**src/rtl/fir_coef_loader.sv**
```systemverilog
// Double-buffered coefficient loader for a symmetric FIR: words stream into a shadow bank,
// which is copied whole into the active bank on a sample-boundary commit.
module fir_coef_loader #(
    parameter int unsigned NUM_COEF = 16,
    parameter int unsigned COEF_W   = 18
) (
    input  logic                         clk,
    input  logic                         reset_n,
    input  logic                         sam_clk_en,
    input  logic                         load_start,
    input  logic                         coef_valid,
    input  logic [COEF_W-1:0]            coef_data,
    output logic                         coef_ready,
    output logic [NUM_COEF*COEF_W-1:0]   coef_bus,
    output logic                         busy,
    output logic                         load_done,
    output logic                         load_abort,
    output logic [7:0]                   commit_cnt
);

    localparam int unsigned IdxW = (NUM_COEF > 1) ? $clog2(NUM_COEF) : 1;
    localparam int unsigned BusW = NUM_COEF * COEF_W;
    localparam logic [IdxW-1:0] LastIdx = IdxW'(NUM_COEF - 1);

    function automatic int default_word(input int i);
        case (i)
            0:  return -3566;
            2:  return -4114;
            4:  return 4863;
            6:  return 5943;
            8:  return -7641;
            10: return -10698;
            12: return 17829;
            15: return 59411;
            default: return 0;
        endcase
    endfunction

    function automatic logic [BusW-1:0] default_set();
        logic [BusW-1:0] s;
        s = '0;
        for (int i = 0; i < int'(NUM_COEF); i++) begin
            s[i*COEF_W +: COEF_W] = COEF_W'(default_word(i));
        end
        return s;
    endfunction

    localparam logic [BusW-1:0] DefaultSet = default_set();

    typedef enum logic [1:0] {StIdle, StLoad, StWaitCommit} state_e;

    state_e                             state_q, state_d;
    logic [IdxW-1:0]                    idx_q, idx_d;
    logic [NUM_COEF-1:0][COEF_W-1:0]    shadow_q, active_q;
    logic                               wr_en, commit, abort;
    logic [1:0]                         rst_sync_q;
    logic                               rst_n;

    // Assertion is immediate; release waits two clock edges.
    always_ff @(posedge clk or negedge reset_n) begin
        if (!reset_n) begin
            rst_sync_q <= 2'b00;
        end else begin
            rst_sync_q <= {rst_sync_q[0], 1'b1};
        end
    end

    assign rst_n = rst_sync_q[1];

    always_comb begin
        state_d = state_q;
        idx_d   = idx_q;
        wr_en   = 1'b0;
        commit  = 1'b0;
        abort   = 1'b0;
        unique case (state_q)
            StIdle: begin
                if (load_start) begin
                    state_d = StLoad;
                    idx_d   = '0;
                end
            end
            StLoad: begin
                // A restart wins over a word presented in the same cycle.
                if (load_start) begin
                    idx_d = '0;
                    abort = 1'b1;
                end else if (coef_valid) begin
                    wr_en = 1'b1;
                    idx_d = idx_q + IdxW'(1);
                    if (idx_q == LastIdx) begin
                        state_d = StWaitCommit;
                        idx_d   = '0;
                    end
                end
            end
            StWaitCommit: begin
                if (sam_clk_en) begin
                    commit  = 1'b1;
                    state_d = StIdle;
                end else if (load_start) begin
                    state_d = StLoad;
                    idx_d   = '0;
                    abort   = 1'b1;
                end
            end
            default: begin
                state_d = StIdle;
                idx_d   = '0;
            end
        endcase
    end

    always_ff @(posedge clk or negedge rst_n) begin
        if (!rst_n) begin
            state_q    <= StIdle;
            idx_q      <= '0;
            load_done  <= 1'b0;
            load_abort <= 1'b0;
            commit_cnt <= 8'd0;
        end else begin
            state_q    <= state_d;
            idx_q      <= idx_d;
            load_done  <= commit;
            load_abort <= abort;
            if (commit) begin
                commit_cnt <= commit_cnt + 8'd1;
            end
        end
    end

    always_ff @(posedge clk or negedge rst_n) begin
        if (!rst_n) begin
            shadow_q <= DefaultSet;
            active_q <= DefaultSet;
        end else begin
            if (wr_en) begin
                shadow_q[idx_q] <= coef_data;
            end
            if (commit) begin
                active_q <= shadow_q;
            end
        end
    end

    assign coef_bus   = active_q;
    assign busy       = (state_q != StIdle);
    assign coef_ready = (state_q == StLoad);

endmodule

```
**config.mk**
```make
export PLATFORM = sky130hd
export DESIGN_NAME = fir_coef_loader
export DESIGN_NICKNAME = d
export VERILOG_FILES = /design/src/rtl/fir_coef_loader.sv
export SDC_FILE = /design/constraint.sdc
export NUM_CORES = 1
export LEC_CHECK = 0
export CAP_MARGIN = 20
export CORE_MARGIN = 4
export CORE_UTILIZATION = 55
export DETAILED_ROUTE_END_ITERATION = 16
export GPL_ROUTABILITY_DRIVEN = 0
export GPL_TIMING_DRIVEN = 0
export HOLD_SLACK_MARGIN = 0.1
export PLACE_DENSITY_LB_ADDON = 0.05
export SYNTH_ARGS = -nofsm -noshare
export SYNTH_HDL_FRONTEND = slang
export SYNTH_SLANG_ARGS = --single-unit
```
**constraint.sdc**
```tcl
create_clock -name clk -period 45.8 [get_ports clk]
set_clock_uncertainty 0.15 [all_clocks]
set_input_delay 9.16 -clock clk [delete_from_list [all_inputs] [get_ports clk]]
set_output_delay 9.16 -clock clk [all_outputs]
set_load 0.005 [all_outputs]
```
==> results of run 1 <==
[critical path: stages, from the launching register on]
cell and delay [ps]:
dfrtp_1 500, inv_1 130, ha_1 250, inv_1 70, clkdlybuf4s50_1 490
[power groups by stage]
| stage | registers, mW | logic, mW | clock network [mW] |
|---|---|---|---|
| 6_report | 0.575 | 0.0802 | 0.490 |
| 5_1_grt | 0.578 | 0.0877 | 0.521 |
| 4_1_cts | 0.574 | 0.0814 | 0.498 |
| 3_5_place_dp | 0.583 | 0.0809 | 0 |
| 3_3_place_gp | 0.591 | 0.0662 | 0 |
| 2_1_floorplan | 0.586 | 0.0442 | 0 |
[final timing paths]
path,from,to,slack [ps],cells after the start
setup reg to reg,state_q[0],coef_bus[108],42820,7
setup / recovery,state_q[0],busy,34450,4
hold reg to reg,rst_sync_q[1],coef_bus[125],160,0
hold / removal,rst_sync_q[1],coef_bus[125],160,0
min in group clk,rst_sync_q[0],rst_sync_q[1],210,0
max in group asynchronous,reset_n,rst_sync_q[1],36800,1
[metrics by stage]
stage                     hold slack, ps  setup slack (ps)  total power [mW]  utilization (%)  cells
after floorplan                    181.2             28140            0.6298                -   1949
after global placement             186.8             22110            0.6575            65.56   2803
after detailed placement           173.5             34030            0.6640            66.16   2812
after global routing               209.9             34360             1.187            71.02   2922
after CTS                          179.1             34430             1.154            71.02   2922
final                              159.9             34450             1.145            71.02   2923
[registers in the layout (all words and copies together), names as in the netlist]
signal	count
load_done	1
state_q	2
coef_bus	288
commit_cnt	8
load_abort	1
rst_sync_q	2
idx_q	4
shadow_q	288
[synthesized netlist by cell type, types with 2 or more instances]
master    number  area share, %
a211o_1        2          0.076
and3_1         3          0.081
and4b_1        2          0.086
buf_1          5          0.081
buf_2          6           0.13
buf_4          4           0.13
buf_6         17           0.83
clkbuf_1      77            1.2
dfrtp_1      438             47
dfstp_2      156             18
ha_1           9           0.49
inv_1          8           0.13
mux2_2       217             11
mux2_4        70            4.5
nand2_1      872             14
nand2_2        2          0.054
nand2b_1       4           0.11
nand3_4        2           0.15
nand3b_1       2          0.065
nand4_1        5           0.13
nand4_4        5           0.46
nand4b_1       2          0.076
nor2_2         2          0.054
nor2_4         2          0.097
nor2b_1        4           0.11
nor3_4         2           0.14
o211ai_1       4           0.13
or3_1          2          0.054
xnor2_1        7           0.26
[area by class of cell]
type                       instances  share of cell area (%)
buffer                           109                   1.907
tap                              532                   2.270
clock buffer                      98                   6.361
inverter                           9                  0.1152
sequential                       594                   51.36
antenna                            1                0.008532
multi-input combinational       1237                   25.67
timing repair buffer             331                   11.83
clock inverter                    12                  0.4693
[routing by layer]
layer  wire length (microns)  part of all wire [%]  up-vias  track usage (%)
met4                    1699                   2.8        2            7.702
met3                    3246                   5.4       97            4.246
met2                   28370                    47      444            42.43
met5                       8                 0.013        -                0
li1                        -                     -     7028                -
met1                   27140                    45     7852            38.96
[placed cells by master (no fill, tap or decap), types with 2 or more instances in the layout]
master / instances
buf_6: 17
buf_4: 4
buf_16: 9
clkbuf_8: 20
nand3_4: 2
and4b_1: 2
clkinv_2: 8
a211o_1: 2
mux2_2: 217
ha_1: 9
clkbuf_1: 94
nand2_1: 872
inv_1: 8
nand4_4: 5
o211ai_1: 4
mux2_4: 70
nor2_2: 2
nand3b_1: 2
or3_1: 2
bufinv_16: 3
clkbuf_16: 61
xnor2_1: 7
nand4_1: 5
nor2b_1: 4
buf_1: 5
and3_1: 3
clkdlybuf4s50_1: 322
nand2_2: 2
nor2_4: 2
dfrtp_1: 437
buf_2: 6
nand4b_1: 2
dfstp_2: 156
nor3_4: 2
nand2b_1: 4
[logic make-up after synthesis]
kind of cell             after synthesis  share of synthesized area (%)
multiplexers                         289                          15.17
flip-flops                           594                          64.96
adder cells (fa/ha/maj)                9                         0.4858
other                                  1                        0.01618
AND/OR/NAND/NOR                      915                          15.99
XOR/XNOR                               7                         0.2645
AO/OA/AOI/OAI                         16                         0.5613
buffers and inverters                118                          2.558
==> results.md, run 1 <==
- Die outline width: 213.3 microns
- Router iterations before antenna repair: 5
- Number of H-tree levels: 2
- Detailed-route vias per instance: 5.276
- Final hold viol count: 0
- Result of the run: finished clean
- Hold buffer count at cts: 0
- Static leakage power: 14.65 nW
- Number of nets in the layout: 2372
- Combinational power share: 7.0%
- I/O pin count: 323
- Launching element type of the critical path: flip-flop
- Slew at the pin with the worst max-slew slack: 1135 ps
- Die Y-Extent: 213.3 microns
- Port buffer count: 322
- PD cells: 39.05 mW/mm^2
- Largest net degree at the start of global routing: 74
- Maximum fanout encountered on the critical timing path: 8
- Period Utilization, post-route: 24.79%
- Number of placement rows: 74
- IR drop worst, VDD: 0.02663 mV
- Part of the total power dissipated in sequential elements: 50.2%
- Setup repair after global routing missed its margin: false
- Net switching power: 0.2557 mW
- Max transition margin: 24.33%
- Library cells used by synthesis: 47
- Number of antenna violations at the first check in global routing: 1
- Number of vias after detailed routing: 15.42k
- Multi-input combinational cell area: 0.007530 sq mm
- Required time of the critical path: 36490 ps
- Global-route congestion overflow total: 0
- Seq cells post-synth: 594
- Mapped Area: 0.02318 sq mm
- Part of the total power dissipated in the clock network: 42.8%
- Crit path capture type: output port
- Placeable core region: 0.04129 sq mm
- Die Outline Area: 0.04550 sq mm
- Max-slew violation total from the final report: 0
- Fraction of registers with async set/reset: 100.0%
- Starting density of the core: 56.14%
- Fill cell instance count of the final layout: 2945
- Post-synthesis to final-layout area growth: 26.51%
- EDFF count, synth: 0
- Final worst path period need: 11350 ps
- Max Cap Violations: 0
- Total setup buffers inserted after CTS: 0
- Root buffer cell: clkbuf_16
- Data arrival time of the worst path: 2040 ps
- HPWL after detailed placement: 41460 microns
- Sequential share of the synthesized area: 64.96%
- Register area: 0.01506 sq mm
- Number of design-rule violations left by the first detailed-router iteration: 1174
- Avg Inst Size Synth: 11.89 sq um
- Type of the tightest min-delay check: reg2async
- Routed wire length per instance: 20.68 microns
- Synthesized instance count: 1949
- Critical path type: reg2out
- Number of resized instances in the post-cts repair step: 0
- TritonCTS clock tree: done
- Finish-stage setup viols: 0
- Cell-internal power: 0.8896 mW
- DRC: 0
- GR Util All Layers: 26.73%
- Clock latency reported for the late side of the worst-skew pair: 600 ps
- Total CTS buffers: 58
- Post-route antenna net violation count: 0
- Buffer levels on the longest clock path: 3
- Via count of the first global-routing pass: 15.92k
- Most common flop cell mapped by yosys: dfrtp_1
- Area of all placed cells without fillers: 0.02933 sq mm
- Clock input transition at the sequential cells of the worst setup and hold paths: 60 ps
- Standard cell area after detailed placement: 0.02732 sq mm
- Yosys warns: 0
- First-pass GRT wire length: 92870 microns
- Fraction of power spent switching nets: 22.33%
- Routed wire length: 60460 microns
- Syn nets: 1981
- TritonCTS sink count: 594
- Share of cells above drive strength 1: 24.73%
- Upper clock frequency limit: 88.08 MHz
- Final-layout setup total negative slack: 0 ps
No activity file was read; power rests on OpenSTA's default activity.
==> inputs of run 2 (changes only) <==
- CORE_UTILIZATION: 55 -> 49
- clock period: 45.8 -> 10.38 ns (I/O delays scaled with it)
==> run 2 against run 1 <==
Effect of this change:
- first-iteration DRC count is 18% lower
- setup slack got worse by 28000 ps
- final area rose by 0.30%
- sequential share of layout area down 0.16 points
- core utilization down 8.0 points
- clock power rose to 4.4 times the previous value
- critical path depth unchanged
- critical endpoint unchanged
- largest power group unchanged
- highest routed layer is now met4
==> results.md, run 2 (synthesized netlist as in run 1, its figures left out) <==
- Result of the run: finished clean (unchanged)
- Worst hold slack across all endpoints: 198.7 ps (was 159.9 ps)
- Number of resized instances in the post-cts repair step: 0 (unchanged)
- Critical path type: reg2out (unchanged)
- Upper clock frequency limit: 233.7 MHz
- Leading cell types in the layout, fill and taps excluded: nand2_1, dfrtp_1, clkdlybuf4s50_1, mux2_2, dfstp_2 (unchanged)
- Finish-stage setup viols: 0 (unchanged)
- Register area: 0.01506 sq mm (unchanged)
- DRC: 0 (unchanged)
- Largest delay share family, worst path: buffers and inverters (unchanged)
- Starting density of the core: 49.69% (was 56.14%)
- Die Y-Extent: 225.5 microns (was 213.3 microns)
- Total setup buffers inserted after CTS: 0 (unchanged)
- Largest net degree at the start of global routing: 76 (was 74)
- Placeable core region: 0.04665 sq mm (was 0.04129 sq mm)
- Period Utilization, post-route: 41.22%
- Data arrival time of the worst path: 2050 ps (was 2040 ps)
- TritonCTS clock tree: done (unchanged)
- Reg2reg path depth: 8 (was 7)
- Die Outline Area: 0.05085 sq mm (was 0.04550 sq mm)
- Number of vias after detailed routing: 15.40k (was 15.42k)
- Slew at the pin with the worst max-slew slack: 1142 ps (was 1135 ps)
- GR Util All Layers: 24.65% (was 26.73%)
- Number of placement rows: 79 (was 74)
- Router iterations before antenna repair: 5 (unchanged)
- PD cells: 172.4 mW/mm^2 (was 39.05 mW/mm^2)
- First-pass GRT wire length: 95970 microns (was 92870 microns)
- Clock latency reported for the late side of the worst-skew pair: 620 ps (was 600 ps)
- CP Cell Sequence: inv_1 -> ha_1 -> inv_1 -> clkdlybuf4s50_1 (unchanged)
- I/O pin count: 323 (unchanged)
- Maximum fanout encountered on the critical timing path: 8 (unchanged)
- Max transition margin: 23.88% (was 24.33%)
- Combinational power share: 7.0% (about the same)
- Share of cells above drive strength 1: 24.68% (was 24.73%)
- Standard cell with the maximum stage delay on the critical path: dfrtp_1 (unchanged)
- Net switching power: 1.148 mW (was 0.2557 mW)
- Destination of the worst hold path: rst_sync_q[1]
- Part of the total power dissipated in the clock network: 43.0% (was 42.8%)
- Number of antenna violations at the first check in global routing: 1 (unchanged)
- Worst Hold Path Cells: 0
- Fraction of power spent switching nets: 22.64% (was 22.33%)
- Number of H-tree levels: 2 (unchanged)
- Final hold viol count: 0 (unchanged)
- Multi-input combinational cell area: 0.007530 sq mm (unchanged)
- Clock input transition at the sequential cells of the worst setup and hold paths: 60 ps (about the same)
- Static leakage power: 14.65 nW (about the same)
- Final worst path period need: 4279 ps
- Via count of the first global-routing pass: 16.15k (was 15.92k)
- Count of cell instances traversed by the critical path: 4 (unchanged)
- Global-route congestion overflow total: 0 (unchanged)
- Ant diodes: 0 (was 1)
- Number of design-rule violations left by the first detailed-router iteration: 968 (was 1174)
- Most common library cell in the layout ignoring fill and taps: nand2_1 (unchanged)
- Port buffer count: 322 (unchanged)
- Max Cap Violations: 0 (unchanged)
- Cell-internal power: 3.923 mW (was 0.8896 mW)
- Launching element type of the critical path: flip-flop (unchanged)
- Number of nets in the layout: 2375 (was 2372)
- Detailed-route vias per instance: 5.129 (was 5.276)
- Root buffer cell: clkbuf_16 (unchanged)
- Routed wire length per instance: 20.74 microns (was 20.68 microns)
- Required time of the critical path: 8150 ps (was 36490 ps)
- Largest stage delay, worst path: 490 ps (was 500 ps)
- Routed wire length: 62260 microns (was 60460 microns)
- Hold buffer count at cts: 0 (unchanged)
- Library cell appearing most often on the critical path: inv_1 (unchanged)
- Setup repair after global routing missed its margin: false (unchanged)
- HPWL after detailed placement: 42510 microns (was 41460 microns)
- Critical R2R Capture: coef_bus[7] (was coef_bus[108])
- Post-route antenna net violation count: 0 (unchanged)
- Final-layout setup total negative slack: 0 ps (unchanged)
- TritonCTS sink count: 594 (unchanged)
- Reg-to-reg setup timing slack: 7430 ps (was 42820 ps)
- Crit path capture type: output port (unchanged)
- Max-slew violation total from the final report: 0 (unchanged)
- Final core occ: 63.05% (was 71.02%)
- Hold path startpoint: rst_sync_q[0]
- Part of the total power dissipated in sequential elements: 50.0% (was 50.2%)
- Post-synthesis to final-layout area growth: 26.89% (was 26.51%)
- Die outline width: 225.5 microns (was 213.3 microns)
- Buffer levels on the longest clock path: 3 (unchanged)
- IR drop worst, VDD: 0.1583 mV (was 0.02663 mV)
- Fill cell instance count of the final layout: 3806 (was 2945)
- Type of the tightest min-delay check: reg2reg (was reg2async)
- Combined buffer and inverter count along the critical path: 3 (unchanged)
- Total CTS buffers: 60 (was 58)
- Startpoint of the worst-slack reg-to-reg timing path: state_q[0] (unchanged)
[run 2: cell count changes in the layout (fill, tap and decap cells not counted)]
cell / before / now
buf_16: 9 / 8
buf_6: 17 / 19
bufinv_16: 3 / 4
clkbuf_1: 94 / 99
clkbuf_8: 20 / 15
clkinv_2: 8 / 9
diode_2: 1 / 0
inv_6: 0 / 2
[run 2: layer usage]
metal | share of wire (%) | wire [microns] | GRT usage (%) | up-vias
met5 | 0 | 0 | 0 | -
met2 | 48 | 29930 | 40.24 | 355
met3 | 5.3 | 3303 | 5.132 | 92
met4 | 2.4 | 1501 | 6.619 | 0
met1 | 44 | 27530 | 34.05 | 7913
li1 | - | - | - | 7036
[run 2: final cells by class]
| type | instances | share of cell area [%] |
|---|---|---|
| Buffer | 109 | 1.901 |
| Clock buffer | 98 | 6.172 |
| Clock inverter | 16 | 0.6465 |
| Inverter | 9 | 0.1148 |
| Multi-Input combinational cell | 1237 | 25.60 |
| Sequential cell | 594 | 51.21 |
| Tap cell | 607 | 2.582 |
| Timing Repair Buffer | 332 | 11.78 |
[run 2: worst max-delay path by stage]
stage	from	endpoint	slack (ps)
floorplan	rst_sync_q[1]	coef_bus[0]	720
global placement	rst_sync_q[1]	coef_bus[193]	-2670
detailed placement	sam_clk_en	coef_bus[7]	5550
CTS	state_q[0]	busy	6060
global route	state_q[0]	busy	6000
finish	state_q[0]	busy	6100
[run 2: power groups by stage]
stage / Sequential (mW) / Combinational [mW] / Clock [mW]
6_report: 2.54 / 0.353 / 2.18
5_1_grt: 2.55 / 0.388 / 2.32
4_1_cts: 2.54 / 0.358 / 2.23
3_5_place_dp: 2.57 / 0.357 / 0
3_3_place_gp: 2.61 / 0.296 / 0
2_1_floorplan: 2.58 / 0.195 / 0
[run 2: per-stage QoR]
stage | area, sq um | power, mW | std cells | worst slack (ps)
global route | 29420 | 5.256 | 3002 | 5995
finish | 29420 | 5.071 | 3002 | 6101
detailed placement | 27390 | 2.931 | 2886 | 5550
CTS | 29390 | 5.122 | 3000 | 6056
global placement | 27170 | 2.903 | 2878 | -2669
floorplan | 23180 | 2.778 | 1949 | 715.5
